<file path="config.mk">
export PLATFORM = sky130hd
export DESIGN_NAME = uart_tx_arbiter
export DESIGN_NICKNAME = d
export VERILOG_FILES = /design/src/rtl/uart_tx_arbiter.sv
export SDC_FILE = /design/constraint.sdc
export NUM_CORES = 1
export LEC_CHECK = 0
export BUFFER_PORTS_ARGS = -buffer_cell sky130_fd_sc_hd__buf_2
export CAP_MARGIN = 10
export CORE_UTILIZATION = 58
export CTS_CLUSTER_DIAMETER = 100
export DETAILED_ROUTE_END_ITERATION = 7
export GPL_TIMING_DRIVEN = 0
export HOLD_SLACK_MARGIN = 0.03
export PLACE_DENSITY_LB_ADDON = 0.2
export SETUP_SLACK_MARGIN = 0.15
export SYNTH_ARGS = -nofsm -noshare
export SYNTH_HDL_FRONTEND = slang
export SYNTH_SLANG_ARGS = --single-unit
export TNS_END_PERCENT = 100
</file>
<file path="constraint.sdc">
create_clock -name clk -period 3.9 [get_ports clk]
set_clock_uncertainty 0.1 [all_clocks]
set_input_delay 1.17 -clock clk [delete_from_list [all_inputs] [get_ports clk]]
set_output_delay 1.17 -clock clk [all_outputs]
set_load 0.1 [all_outputs]
</file>
<file path="src/rtl/uart_tx_arbiter.sv">
// Round-robin burst arbiter sharing one uart_tx byte channel
// between the CPU register port (req 0) and the debug monitor (req 1).
module uart_tx_arbiter #(
  parameter int unsigned MAX_BURST    = 16,
  parameter int unsigned IDLE_TIMEOUT = 1024
) (
  input  logic       clk,
  input  logic       rst,
  input  logic       req0_valid,
  input  logic [7:0] req0_data,
  input  logic       req0_last,
  output logic       req0_ready,
  input  logic       req1_valid,
  input  logic [7:0] req1_data,
  input  logic       req1_last,
  output logic       req1_ready,
  output logic [7:0] tx_data,
  output logic       tx_data_valid,
  input  logic       tx_data_ready,
  output logic       grant_active,
  output logic       grant_id
);

  localparam int unsigned BW = $clog2(MAX_BURST + 1);

  typedef enum logic {
    IDLE,
    BURST
  } state_e;

  state_e        state_q, state_d;
  logic          prio_q, prio_d;
  logic          gid_q, gid_d;
  logic [BW-1:0] bcnt_q, bcnt_d;
  logic [15:0]   icnt_q, icnt_d;

  logic       active;
  logic       g_valid;
  logic       g_last;
  logic [7:0] g_data;
  logic       xfer;
  logic       bcnt_hit;
  logic       icnt_hit;
  logic       release_c;

  // Reset gates the datapath at once so no byte is offered while rst is high.
  always_comb begin
    active        = (state_q == BURST) && !rst;
    g_valid       = gid_q ? req1_valid : req0_valid;
    g_last        = gid_q ? req1_last  : req0_last;
    g_data        = gid_q ? req1_data  : req0_data;
    tx_data       = active ? g_data : 8'h00;
    tx_data_valid = active && g_valid;
    req0_ready    = active && !gid_q && tx_data_ready;
    req1_ready    = active &&  gid_q && tx_data_ready;
    xfer          = tx_data_valid && tx_data_ready;
    bcnt_hit      = (32'(bcnt_q) + 32'd1) == MAX_BURST;
    icnt_hit      = (32'(icnt_q) + 32'd1) == IDLE_TIMEOUT;
  end

  assign grant_active = (state_q == BURST);
  assign grant_id     = gid_q;

  always_comb begin
    state_d   = state_q;
    prio_d    = prio_q;
    gid_d     = gid_q;
    bcnt_d    = bcnt_q;
    icnt_d    = icnt_q;
    release_c = 1'b0;
    unique case (state_q)
      IDLE: begin
        if (req0_valid || req1_valid) begin
          state_d = BURST;
          gid_d   = (req0_valid && req1_valid) ? prio_q : req1_valid;
          bcnt_d  = '0;
          icnt_d  = '0;
        end
      end
      BURST: begin
        icnt_d = g_valid ? 16'd0 : icnt_q + 16'd1;
        if (xfer) begin
          bcnt_d = bcnt_q + BW'(1);
        end
        release_c = (xfer && (g_last || bcnt_hit))
                 || (!g_valid && icnt_hit);
        if (release_c) begin
          state_d = IDLE;
          prio_d  = ~gid_q;
        end
      end
    endcase
  end

  always_ff @(posedge clk) begin
    if (rst) begin
      state_q <= IDLE;
      prio_q  <= 1'b0;
      gid_q   <= 1'b0;
      bcnt_q  <= '0;
      icnt_q  <= '0;
    end else begin
      state_q <= state_d;
      prio_q  <= prio_d;
      gid_q   <= gid_d;
      bcnt_q  <= bcnt_d;
      icnt_q  <= icnt_d;
    end
  end

endmodule

</file>
After elaboration in Yosys (flattened, before gate mapping)
Cells that the tools add are included.
{"block": "word_totals", "regBits": 24, "input_bits": 23, "out_inout_bits": 13, "elab_cells": 48}
{"block": "classes", "add_sub_neg": 4, "n_eq_ne": 4, "n_mux": 14, "n_bitwise": 2, "reduce_logical": 19}
{"op": "2-to-1 mux 16 bit", "count": 2}
{"op": "one-hot mux 16 bit (2 select lines)", "count": 1}
{"op": "adder 16 x 1 -> 17 bit, second input constant", "count": 1}
{"op": "== test 17 x 11 -> 1 bit, second input constant", "count": 1}
{"op": "adder 16 x 1 -> 16 bit, second input constant", "count": 1}
{"op": "2-to-1 mux 8 bit", "count": 2}
{"op": "logical AND 1 bit", "count": 10}
{"op": "2-to-1 mux 5 bit", "count": 2}
{"op": "one-hot mux 5 bit (2 select lines)", "count": 1}
{"op": "adder 5 x 1 -> 6 bit, second input constant", "count": 1}
{"op": "== test 6 x 5 -> 1 bit, second input constant", "count": 1}
{"op": "AND reduction 2 bit", "count": 3}
{"op": "adder 5 x 1 -> 5 bit, second input constant", "count": 1}
{"op": "2-to-1 mux 1 bit", "count": 5}
{"op": "logical NOT 1 bit", "count": 3}
{"op": "logical OR 1 bit", "count": 3}
{"op": "!= test 2 x 1 -> 1 bit, second input constant", "count": 1}
{"op": "!= test 2 bit, second input constant", "count": 1}
{"op": "NOT 1 bit", "count": 2}
{"op": "one-hot mux 1 bit (2 select lines)", "count": 1}

Depth between registers and ports, before layout
{"block": "depth", "depth_word": 8, "mapped_depth": 8, "ltp_nobuf": 7}

Worst setup path before layout
No wires, ideal clock.
{"block": "synth_path", "path_type": "input-to-output", "start": "in rst", "end": "out tx_data[0]", "arrival_time_ps": 2977, "required_time_ps": 2630, "setup_slack_ps": -347, "path_stages": 4, "path_buffers": 2, "cell_sequence": "clkbuf_1 > nand2b_1 > clkbuf_1 > nor2_1"}
{"block": "synth_via", "elab_chain_cells": 3}
{"item": "from (decl)", "line_no": "8", "source": "input logic rst,"}
{"item": "logical NOT 1 bit", "line_no": "48", "source": "active = (state_q == BURST) && !rst;"}
{"item": "logical AND 1 bit", "line_no": "48"}
{"item": "2-to-1 mux 8 bit", "line_no": "52", "source": "tx_data = active ? g_data : 8'h00;"}
{"item": "to (decl)", "line_no": "17", "source": "output logic [7:0] tx_data,"}
No other way between the ends.

Worst setup path after layout
{"block": "layout_path", "start": "in rst", "end": "out tx_data[5]"}
Same word-level chain as after synthesis.

==> flow_metrics.tcl <==
set metrics [dict create \
    syn-instance-count 221 \
    final_cell_area_um2 1890 \
    cts_hold_buf 0 \
    maxCapViolations 0 \
    overflow 0 \
    crit_path_start "rst" \
    final_cell_mix "buf_2 (37), nor2_1 (30), dfxtp_1 (24), a21oi_1 (20)" \
    yosysWarnings 0 \
    setup-tns-final_ns 0 \
    hold_viol_final 0 \
    start_util_pct 63.5 \
    insertion_delay_ns 0.31 \
    grt_max_degree 13 \
    finalCritPeriodShare_pct 93.5 \
    grt_use_total_pct 27.3 \
    min_from "icnt_q[11]" \
    ys_seq_elements 24 \
    die_h_um 55.0 \
    drv_slew 0 \
    ir_worst_vdd_mv 0.206 \
    fin_crit_ns 3.65 \
    critPathKind "in2out" \
    cp-start-kind "input pin" \
    firstDrtPassIters 5 \
    yosys.area.top_type_share_pct 29.4 \
    row_count 18 \
    final_common_cell "buf_2" \
    rr_endpoint "prio_q" \
    syn-num-nets 246 \
    vias 1764 \
    core_area_um2 2570 \
    r2r_setup_slack_ns 1.30 \
    routed_wirelength_um 4080 \
    async_flop_share_pct 0 \
    synth_cell_types 42 \
    powerDensity_nw_per_um2 252 \
    worst-slew-pin-transition_ns 1.08 \
    antenna_found_initial 0 \
    min_path_cells 2 \
    hold_end "icnt_q[11]" \
    drive_above_1_share_pct 23.6 \
    seq_area_frac_synth_pct 29.4 \
    reg2reg_from "icnt_q[0]" \
    cts.repair.resized 1 \
    relSlewSlack_pct 27.6 \
    hold_class "reg2reg" \
    grt_pass1_vias 1383 \
    place_area_um2 1860 \
    layout.nets 285 \
    required_ns 2.63 \
    avgRoutedWirePerCell_um 14.2 \
    io_pins 36 \
    clockBufferDepth 2 \
    grt_pass1_wl_um 5920 \
    r2r_cells 8 \
    die_x_um 55.0 \
    synth_flop_cell "dfxtp_1" \
    clock_sinks 24 \
    setup_viol 0 \
    postCtsSetupBuffers 0 \
    syn_area_per_cell_um2 7.38 \
    area_growth_pct 15.7 \
    drc 0 \
    synth_edf_count 0 \
    antenna-diode-count 0 \
    cts_buffers 3 \
    final_antenna_net_count 0 \
    htree_levels 1 \
    clk_pin_slew_ns 0.12 \
    synth_area_leaders "dfxtp_1 (29%), nor2_1 (9.2%), a21oi_1 (6.1%)" \
    hpwl_um 2990 \
    gp_congestion 0.903 \
    rsz0062_at_grt "no" \
    drt_iter0_drc 74 \
    fmaxAchievable_mhz 274 \
    end_kind "output port" \
    crit_arrival_ns 2.38 \
    outcome "completed" \
    cp_max_fo 9 \
    die_area_um2 3030 \
    clock-root-buffer "clkbuf_4" \
    leakagePower_nw 0.747 \
    portBuffers 34 \
    stdcell_count 288 \
    cts_tree "built" \
    synth_largest_area_cell "dfxtp_1" \
    viasPerCell 6.13 \
    syn-cell-area_um2 1630 \
    dp.cells 285 \
]
## cells in the mapped netlist, drive strengths merged, types with 2 or more instances
library cell,number
a41oi,2
nor2,40
nand2,13
buf,5
o21ai,13
and2,3
nand3,11
dfxtp,24
o31a,2
mux2,2
a211oi,3
o211ai,4
and3,7
and4,2
a21oi,20
a31oi,6
mux2i,10
ha,2
nor2b,2
a22oi,2
nand4,8
clkbuf,11
nand3b,2
or3,5
inv,4
nor3,4
a311oi,4
## per-layer routing
layer	wire [um]	GRT usage, %	share of wire (%)
met2	2000	48.2	49
met3	308	3.01	7.5
met1	1720	33.9	42
met4	49	9.58	1.2
met5	0	0	0
## through the flow
| step | total power, W | setup slack [ns] | hold slack, ns | util (%) |
|---|---|---|---|---|
| after floorplan | 0.000346 | 0.0115 | 0.353 | - |
| after global placement | 0.000373 | 0.143 | 0.370 | 72.6 |
| after detailed placement | 0.000375 | 0.140 | 0.380 | 72.6 |
| after CTS | 0.000480 | 0.247 | 0.398 | 73.5 |
| after global routing | 0.000498 | 0.160 | 0.443 | 73.5 |
| final | 0.000475 | 0.252 | 0.400 | 73.5 |
## registers in the layout, indices dropped and copies added, names as in the netlist
signal        count
icnt_q           16
prio_q            1
grant_id          1
grant_active      1
bcnt_q            5
## logic make-up after synthesis
group,synth area share [%]
compound gates,23.2
simple gates,31.7
flops,29.4
buf+inv,5.75
xor+xnor,0.537
fa+ha+maj,1.53
mux,7.75
## final cells by class
type	count	area, um2
Buffer	16	80.1
Tap cell	30	37.5
Sequential cell	24	480
Fill cell	207	679
Clock buffer	3	22.5
Inverter	4	15.0
Multi-Input combinational cell	177	1080
Timing Repair Buffer	34	170
## worst max-delay path, stage by stage
cell,delay [ns]
clkbuf_1,0.19
nand2b_1,0.19
clkbuf_2,0.22
nor2_2,0.16
buf_2,0.43
## worst max-delay path by stage
stage	endpoint	slack, ns	cells after the start
floorplan	tx_data[0]	0.01	4
global placement	tx_data[5]	0.14	5
detailed placement	tx_data[5]	0.14	5
CTS	tx_data[5]	0.25	5
global route	tx_data[5]	0.16	5
finish	tx_data[5]	0.25	5
## power breakdown
part | leakage, nW | internal [W] | switching (W) | total [W]
Combinational | 0.539 | 0.0000308 | 0.0000875 | 0.000118
Sequential | 0.194 | 0.000248 | 0.00000351 | 0.000251
Clock | 0.0138 | 0.0000361 | 0.0000696 | 0.000106
Total | 0.747 | 0.000315 | 0.000161 | 0.000475
Power figures use the tool's default switching activity.
